## config.mk

```make
export PLATFORM = sky130hd
export DESIGN_NAME = mem_port_arbiter_flat
export DESIGN_NICKNAME = d
export VERILOG_FILES = /design/src/rtl/mem_port_arbiter_pkg.sv /design/src/rtl/mem_port_arbiter_if.sv /design/src/rtl/mem_port_arbiter_load_extend.sv /design/src/rtl/mem_port_arbiter.sv /design/src/flat_wrapper.sv
export SDC_FILE = /design/constraint.sdc
export NUM_CORES = 1
export LEC_CHECK = 0
export ABC_CLOCK_PERIOD_IN_PS = 2000
export BUFFER_PORTS_ARGS = -buffer_cell sky130_fd_sc_hd__buf_2
export CAP_MARGIN = 20
export CORE_AREA = 2 2 107 109
export DETAILED_ROUTE_END_ITERATION = 6
export DIE_AREA = 0 0 109 111
export GPL_ROUTABILITY_DRIVEN = 0
export GPL_TIMING_DRIVEN = 0
export PLACE_DENSITY_LB_ADDON = 0.2
export SYNTH_ARGS = -nofsm -noshare
export SYNTH_HDL_FRONTEND = slang
export SYNTH_HIERARCHICAL = 1
export SYNTH_SLANG_ARGS = --single-unit
```

## constraint.sdc

```tcl
create_clock -name clk -period 2 [get_ports clk]
set_input_delay 0.1 -clock clk [delete_from_list [all_inputs] [get_ports clk]]
set_output_delay 0.1 -clock clk [all_outputs]
set_load 0.1 [all_outputs]
```

## src/rtl/mem_port_arbiter_pkg.sv

```systemverilog
// Shared types for the fetch/data memory port arbiter: access sizes, response
// states and the per-grant response payload.
package mem_port_arbiter_pkg;

    localparam int unsigned DATA_W = 32;
    localparam int unsigned MASK_W = DATA_W / 8;

    typedef enum logic [1:0] {
        SZ_B   = 2'd0,
        SZ_H   = 2'd1,
        SZ_W   = 2'd2,
        SZ_RSV = 2'd3
    } size_e;

    typedef enum logic [1:0] {
        IDLE   = 2'd0,
        RESP_F = 2'd1,
        RESP_D = 2'd2
    } resp_state_e;

    typedef struct packed {
        logic [DATA_W-1:0] word;
        logic              err;
        size_e             size;
        logic              is_unsigned;
    } resp_t;

    // Misaligned halves/words and the reserved size are rejected.
    function automatic logic access_bad(size_e size, logic [1:0] addr_lo);
        logic bad;
        bad = 1'b0;
        case (size)
            SZ_B:    bad = 1'b0;
            SZ_H:    bad = addr_lo[0];
            SZ_W:    bad = (addr_lo != 2'b00);
            default: bad = 1'b1;
        endcase
        return bad;
    endfunction

    function automatic logic [MASK_W-1:0] size_mask(size_e size);
        logic [MASK_W-1:0] mask;
        mask = '0;
        case (size)
            SZ_B:    mask = 4'b0001;
            SZ_H:    mask = 4'b0011;
            SZ_W:    mask = 4'b1111;
            default: mask = 4'b0000;
        endcase
        return mask;
    endfunction

endpackage

```

## src/rtl/mem_port_arbiter_if.sv

```systemverilog
// Requester and memory-side signals of the arbiter; slave is the arbiter view,
// master is the requester/memory environment view.
interface mem_port_arbiter_if #(
    parameter int unsigned ADDR_WIDTH = 32
);
    import mem_port_arbiter_pkg::*;

    logic                  f_req;
    logic [ADDR_WIDTH-1:0] f_addr;
    logic                  f_gnt;
    logic                  f_rvalid;
    logic [DATA_W-1:0]     f_rdata;

    logic                  d_req;
    logic                  d_we;
    logic [1:0]            d_size;
    logic                  d_unsigned;
    logic [ADDR_WIDTH-1:0] d_addr;
    logic [DATA_W-1:0]     d_wdata;
    logic                  d_gnt;
    logic                  d_rvalid;
    logic [DATA_W-1:0]     d_rdata;
    logic                  d_err;

    logic [ADDR_WIDTH-1:0] mem_addr;
    logic [DATA_W-1:0]     mem_wdata;
    logic [MASK_W-1:0]     mem_wmask;
    logic [DATA_W-1:0]     mem_rdata;

    modport slave (
        input  f_req, f_addr, d_req, d_we, d_size, d_unsigned, d_addr, d_wdata, mem_rdata,
        output f_gnt, f_rvalid, f_rdata, d_gnt, d_rvalid, d_rdata, d_err,
               mem_addr, mem_wdata, mem_wmask
    );

    modport master (
        output f_req, f_addr, d_req, d_we, d_size, d_unsigned, d_addr, d_wdata, mem_rdata,
        input  f_gnt, f_rvalid, f_rdata, d_gnt, d_rvalid, d_rdata, d_err,
               mem_addr, mem_wdata, mem_wmask
    );

endinterface

```

## src/rtl/mem_port_arbiter_load_extend.sv

```systemverilog
// Right-aligned load data extension: byte/half are sign- or zero-extended,
// word passes through.
module load_extend
    import mem_port_arbiter_pkg::*;
(
    input  logic [DATA_W-1:0] word,
    input  size_e             size,
    input  logic              is_unsigned,
    output logic [DATA_W-1:0] ext_c
);

    always_comb begin
        ext_c = word;
        case (size)
            SZ_B:    ext_c = {{(DATA_W-8){~is_unsigned & word[7]}}, word[7:0]};
            SZ_H:    ext_c = {{(DATA_W-16){~is_unsigned & word[15]}}, word[15:0]};
            default: ext_c = word;
        endcase
    end

endmodule

```

## src/rtl/mem_port_arbiter.sv

```systemverilog
// Round-robin arbiter sharing one combinational-read memory port between a
// fetch requester and a load/store requester, with one-cycle registered responses.
module mem_port_arbiter
    import mem_port_arbiter_pkg::*;
#(
    parameter int unsigned ADDR_WIDTH = 32
) (
    input  logic               clk,
    input  logic               reset,
    mem_port_arbiter_if.slave  bus
);

    resp_state_e           state_q, state_d;
    resp_t                 resp_q, resp_d;
    logic                  last_was_d_q, last_was_d_d;
    logic                  f_win, d_win, d_bad;
    size_e                 d_size_e;
    logic [ADDR_WIDTH-1:0] addr_sel;
    logic [DATA_W-1:0]     d_ext;

    assign d_size_e = size_e'(bus.d_size);
    assign d_bad    = access_bad(d_size_e, bus.d_addr[1:0]);

    // Fetch wins a contest unless it was the most recent grant; nothing while in reset.
    assign f_win = reset & bus.f_req & (~bus.d_req | last_was_d_q);
    assign d_win = reset & bus.d_req & ~f_win;

    assign bus.f_gnt = f_win;
    assign bus.d_gnt = d_win;

    always_ff @(posedge clk or negedge reset) begin
        if (!reset) begin
            state_q      <= IDLE;
            resp_q       <= '0;
            last_was_d_q <= 1'b1;
        end else begin
            state_q      <= state_d;
            resp_q       <= resp_d;
            last_was_d_q <= last_was_d_d;
        end
    end

    // Next response state, captured response and memory-port drive for the winner.
    always_comb begin
        state_d       = IDLE;
        resp_d        = '0;
        last_was_d_d  = last_was_d_q;
        addr_sel      = '0;
        bus.mem_wdata = '0;
        bus.mem_wmask = '0;
        if (f_win) begin
            state_d      = RESP_F;
            last_was_d_d = 1'b0;
            addr_sel     = bus.f_addr;
            resp_d.word  = bus.mem_rdata;
        end else if (d_win) begin
            state_d            = RESP_D;
            last_was_d_d       = 1'b1;
            addr_sel           = bus.d_addr;
            bus.mem_wdata      = bus.d_wdata;
            resp_d.err         = d_bad;
            resp_d.size        = d_size_e;
            resp_d.is_unsigned = bus.d_unsigned;
            if (!d_bad) begin
                if (bus.d_we) begin
                    bus.mem_wmask = size_mask(d_size_e);
                end else begin
                    resp_d.word = bus.mem_rdata;
                end
            end
        end
        bus.mem_addr = addr_sel;
    end

    load_extend u_load_extend (
        .word        (resp_q.word),
        .size        (resp_q.size),
        .is_unsigned (resp_q.is_unsigned),
        .ext_c       (d_ext)
    );

    // Stores and errored accesses capture a zero word, so d_rdata reads 0 for them.
    assign bus.f_rvalid = (state_q == RESP_F);
    assign bus.d_rvalid = (state_q == RESP_D);
    assign bus.f_rdata  = bus.f_rvalid ? resp_q.word : '0;
    assign bus.d_rdata  = bus.d_rvalid ? d_ext : '0;
    assign bus.d_err    = bus.d_rvalid & resp_q.err;

endmodule

```

## src/flat_wrapper.sv

```systemverilog
// flat-port wrapper written by rule: the top's interface ports become plain ports
module mem_port_arbiter_flat import mem_port_arbiter_pkg::*;
#(
    parameter int unsigned ADDR_WIDTH = 32
)
  (clk, reset, bus_f_req, bus_f_addr, bus_d_req, bus_d_we, bus_d_size, bus_d_unsigned, bus_d_addr, bus_d_wdata, bus_mem_rdata, bus_f_gnt, bus_f_rvalid, bus_f_rdata, bus_d_gnt, bus_d_rvalid, bus_d_rdata, bus_d_err, bus_mem_addr, bus_mem_wdata, bus_mem_wmask);
  mem_port_arbiter_if #(.ADDR_WIDTH(ADDR_WIDTH)) bus_i ();
  input  logic clk;
  input  logic reset;
  input wire logic [$bits(bus_i.f_req)-1:0] bus_f_req;
  input wire logic [$bits(bus_i.f_addr)-1:0] bus_f_addr;
  input wire logic [$bits(bus_i.d_req)-1:0] bus_d_req;
  input wire logic [$bits(bus_i.d_we)-1:0] bus_d_we;
  input wire logic [$bits(bus_i.d_size)-1:0] bus_d_size;
  input wire logic [$bits(bus_i.d_unsigned)-1:0] bus_d_unsigned;
  input wire logic [$bits(bus_i.d_addr)-1:0] bus_d_addr;
  input wire logic [$bits(bus_i.d_wdata)-1:0] bus_d_wdata;
  input wire logic [$bits(bus_i.mem_rdata)-1:0] bus_mem_rdata;
  output wire logic [$bits(bus_i.f_gnt)-1:0] bus_f_gnt;
  output wire logic [$bits(bus_i.f_rvalid)-1:0] bus_f_rvalid;
  output wire logic [$bits(bus_i.f_rdata)-1:0] bus_f_rdata;
  output wire logic [$bits(bus_i.d_gnt)-1:0] bus_d_gnt;
  output wire logic [$bits(bus_i.d_rvalid)-1:0] bus_d_rvalid;
  output wire logic [$bits(bus_i.d_rdata)-1:0] bus_d_rdata;
  output wire logic [$bits(bus_i.d_err)-1:0] bus_d_err;
  output wire logic [$bits(bus_i.mem_addr)-1:0] bus_mem_addr;
  output wire logic [$bits(bus_i.mem_wdata)-1:0] bus_mem_wdata;
  output wire logic [$bits(bus_i.mem_wmask)-1:0] bus_mem_wmask;
  assign bus_i.f_req = bus_f_req;
  assign bus_i.f_addr = bus_f_addr;
  assign bus_i.d_req = bus_d_req;
  assign bus_i.d_we = bus_d_we;
  assign bus_i.d_size = bus_d_size;
  assign bus_i.d_unsigned = bus_d_unsigned;
  assign bus_i.d_addr = bus_d_addr;
  assign bus_i.d_wdata = bus_d_wdata;
  assign bus_i.mem_rdata = bus_mem_rdata;
  assign bus_f_gnt = bus_i.f_gnt;
  assign bus_f_rvalid = bus_i.f_rvalid;
  assign bus_f_rdata = bus_i.f_rdata;
  assign bus_d_gnt = bus_i.d_gnt;
  assign bus_d_rvalid = bus_i.d_rvalid;
  assign bus_d_rdata = bus_i.d_rdata;
  assign bus_d_err = bus_i.d_err;
  assign bus_mem_addr = bus_i.mem_addr;
  assign bus_mem_wdata = bus_i.mem_wdata;
  assign bus_mem_wmask = bus_i.mem_wmask;
  mem_port_arbiter #(.ADDR_WIDTH(ADDR_WIDTH)) u_core (.clk(clk), .reset(reset), .bus(bus_i));
endmodule
```

==> results summary <==
In the layout the commonest cells are sky130_fd_sc_hd__buf_2 (160), sky130_fd_sc_hd__and2_1 (65), sky130_fd_sc_hd__buf_4 (43), sky130_fd_sc_hd__dfrtp_1 (38), sky130_fd_sc_hd__buf_6 (37). For the worst-skew pair, the clock arrives at the later sink with an insertion delay of 270 ps. The first global-routing pass estimated 16400 um of wire. The power spent charging and discharging nets is 0.00142 W.

The number of optimization iterations in the first detailed-route pass is 4. Of the total power, registers draw 0.274. The setup path with the least slack is of type register to output port. The unique cell type count in the Yosys netlist came out at 30. The total of fill cells in the finished design is 1107. Yosys mapped a number of flops with a built-in enable equal to 0. The met1 track utilization from global routing is 0.189.

The design internal power came out at 0.00177 W. In the synthesized netlist the dominant register cell turns out to be sky130_fd_sc_hd__dfrtp_1. The global routing stage identified its most utilized layer as met2. The worst-case vdd ir drop came out at 0.000367 V. The slew at the pin closest to its max-slew limit is 498 ps. The number of antenna violations at the first check in global routing is 1.

The met3 usage in global routing came out at 0.0288. The width of the die is 109 um. The fraction of the cycle the final worst path needs is 0.977. The power share of the combinational group is 0.489. The number of nets in the layout is 736. The placeable core region is 11100 um2. Timing analysis after detailed placement gives a worst setup slack of -815 ps. Of the total power, the share spent switching nets is 0.445. The combined area of all synthesized cells is 2790 um2.

CTS built an H-tree with a depth of 2. The routed design has 10800 um of wire. The top-level port count came out at 273. The longest clock path from root to sink contains 2 buffers.

The final design utilization is 0.473. The repair_antennas step left the layout with diodes totalling 0. The synthesized instance count came out at 315. Yosys printed 6 warnings. The synthesized area divided by synthesized cell count came out at 8.85 um2. The path class of the tightest hold or removal check is primary input to register. The data required time at the worst endpoint came out at 1900 ps.

STA classifies the critical path startpoint as a register. The mean number of vias per cell is 4.35. The post-synthesis sequential area ratio is 0.351. Setup repair after global routing could not meet its margin everywhere. In the post-synthesis netlist, the biggest area contributors are sky130_fd_sc_hd__dfrtp_1 (34%), sky130_fd_sc_hd__and2_1 (22%), sky130_fd_sc_hd__a22o_1 (10%). The peak clock frequency supported by timing is 0.512 GHz.

sky130_fd_sc_hd__dfrtp_1 takes more of the synthesized area than any other cell. The ratio of total power to cell area is 609 nW/um2. The number of max-capacitance violations reported is 0. Of the total power, the clock network draws 0.237. The average routed wire per standard cell came out at 14.6 um.

The CTS tree is done. Compared with the post-synthesis result, the final layout area differs by 88.0%. The floorplan has 39 rows. In this run, the number of DRC markers left after iteration 0 of detailed routing was 77.

The worst setup path is captured at an output port. The cell count after placement came out at 730. The total overflow left after global routing is 0. The number of global-route vias before repair is 3184.

The post-CTS repair timing setup buffer count is 0. The number of pins with negative max-slew slack in the final report came out at 0. The number of CTS-inserted buffers came out at 5. The largest net degree at the start of global routing is 39.

The total global-route track usage came out at 0.173. The placed wire-length estimate is 9110 um. The post-synth net total is 455.

The fraction of post-synthesis cell area in the top cell type by area came out at 0.341. The vertical die dimension came out at 111 um. The worst hold slack is 72.7 ps. The leading cell type in the layout, fill and taps excluded is sky130_fd_sc_hd__buf_2. The starting utilization of the core area is 0.252. The layout cell share with drive strength beyond 1 came out at 0.649. The final hold violation count came out at 0. The vias after detailed routing is 3214. The worst pin sits at a relative slew slack of 0.671. The flip-flop and latch count after synthesis came out at 39. The met2 global-route usage is 0.326. At the worst endpoint, the arrival time is 1850 ps.

The final worst slack came out at 45.4 ps. Clock tree synthesis found a total of 39 sinks. After clock tree synthesis, the clock-pin slew on the worst setup and hold paths is 50 ps. The die covers 12100 um2. The highest fanout seen on the critical path came out at 10. The root cell of the clock tree is sky130_fd_sc_hd__clkbuf_16. The overall power consumption is 0.00319 W. On the final layout, the worst clock skew is 3.45 ps.

The static leakage power is 2.84 nW. The run finished with clean final reports. Input and output buffers added on the ports amount to 272. The finished layout holds 739 standard cells, fillers aside. The final routed DRC violation total came out at 0.

In the synthesized netlist the async set-or-reset flop fraction comes to 1.00. Once detail routing completed, the nets flagged for antenna violations numbered 0. The count of endpoints failing setup in the final report came out at 0. The minimum clock period after layout came out at 1950 ps.
[worst max-delay path: stages (launching register included)]
cell and delay (ps):
sky130_fd_sc_hd__dfrtp_1 390, sky130_fd_sc_hd__buf_6 150, sky130_fd_sc_hd__or4b_4 510, sky130_fd_sc_hd__buf_6 150
sky130_fd_sc_hd__nand2_1 40, sky130_fd_sc_hd__and2_2 130, sky130_fd_sc_hd__buf_6 220
[synth_stat cells, drive strengths merged (2+ instances only)]
cell type,count
and2,100
dfrtp,38
a21boi,32
a22o,32
nand2,26
o21ai,24
clkbuf,20
buf,19
ha,4
inv,4
nor2b,3
a211o,2
[final cells by class]
cell class	instances	area [um2]	area share
plain buffers	39	244	0.0466
clock buffers	6	139	0.0265
clock inverters	1	5.00	0.000956
inverters	4	15.0	0.00287
multi-input cells	233	1700	0.324
flip-flops and latches	39	977	0.187
well taps	143	179	0.0342
repair buffers	274	1980	0.379
[power groups by stage]
stage               logic, W  registers [W]  clock network (W)
global route         0.00163       0.000880           0.000814
detailed placement   0.00143       0.000883                  0
floorplan            0.00112       0.000872                  0
finish               0.00156       0.000874           0.000754
global placement     0.00142       0.000881                  0
CTS                  0.00151       0.000873           0.000780
[through the flow]
step	TNS, ps	area (um2)
4_1_cts	0	4900
3_5_place_dp	-45770	4420
3_3_place_gp	-44460	4420
2_1_floorplan	-1190	2880
6_report	0	5240
5_1_grt	-19.0	5240
[kinds of logic (layout without fill, tap and decap cells)]
group | count (synthesis) | count (layout) | share of synthesized area
simple gates | 135 | 135 | 0.286
compound gates | 93 | 93 | 0.254
buf+inv | 43 | 324 | 0.0858
flops | 39 | 39 | 0.351
fa+ha+maj | 4 | 4 | 0.0180
mux | 1 | 1 | 0.00494
[path summary, 6_finish.rpt]
| kind | from | end | slack (ps) | depth (start not counted) |
|---|---|---|---|---|
| hold / removal | bus_mem_rdata[25] | u_core/resp_q[29] | 70 | 2 |
| hold reg to reg | u_core/last_was_d_q | u_core/last_was_d_q | 560 | 1 |
| min in group asynchronous | reset | u_core/last_was_d_q | 490 | 2 |
| setup / recovery | u_core/resp_q[1] | bus_d_rdata[10] | 50 | 6 |
| max in group asynchronous | reset | u_core/resp_q[27] | 1280 | 3 |
| setup reg to reg | u_core/last_was_d_q | u_core/resp_q[18] | 610 | 3 |
[flip-flops by register name (all words and copies together), names as in the netlist]
| register | cells |
|---|---|
| u_core/state_q | 2 |
| u_core/resp_q | 36 |
| u_core/last_was_d_q | 1 |
[layer usage]
layer,part of all wire,vias up
met2,0.56,139
met1,0.35,1439
met4,0.024,2
met5,0.0010,-
li1,-,1616
met3,0.068,18
[timing repair]
item,4_1_cts,5_1_grt
hold buffers,2,0
pin swaps,0,0
endpoints found under the setup margin,133,95
endpoints found under the hold margin,38,0
gates resized for setup,115,110
Power figures use the tool's default switching activity.
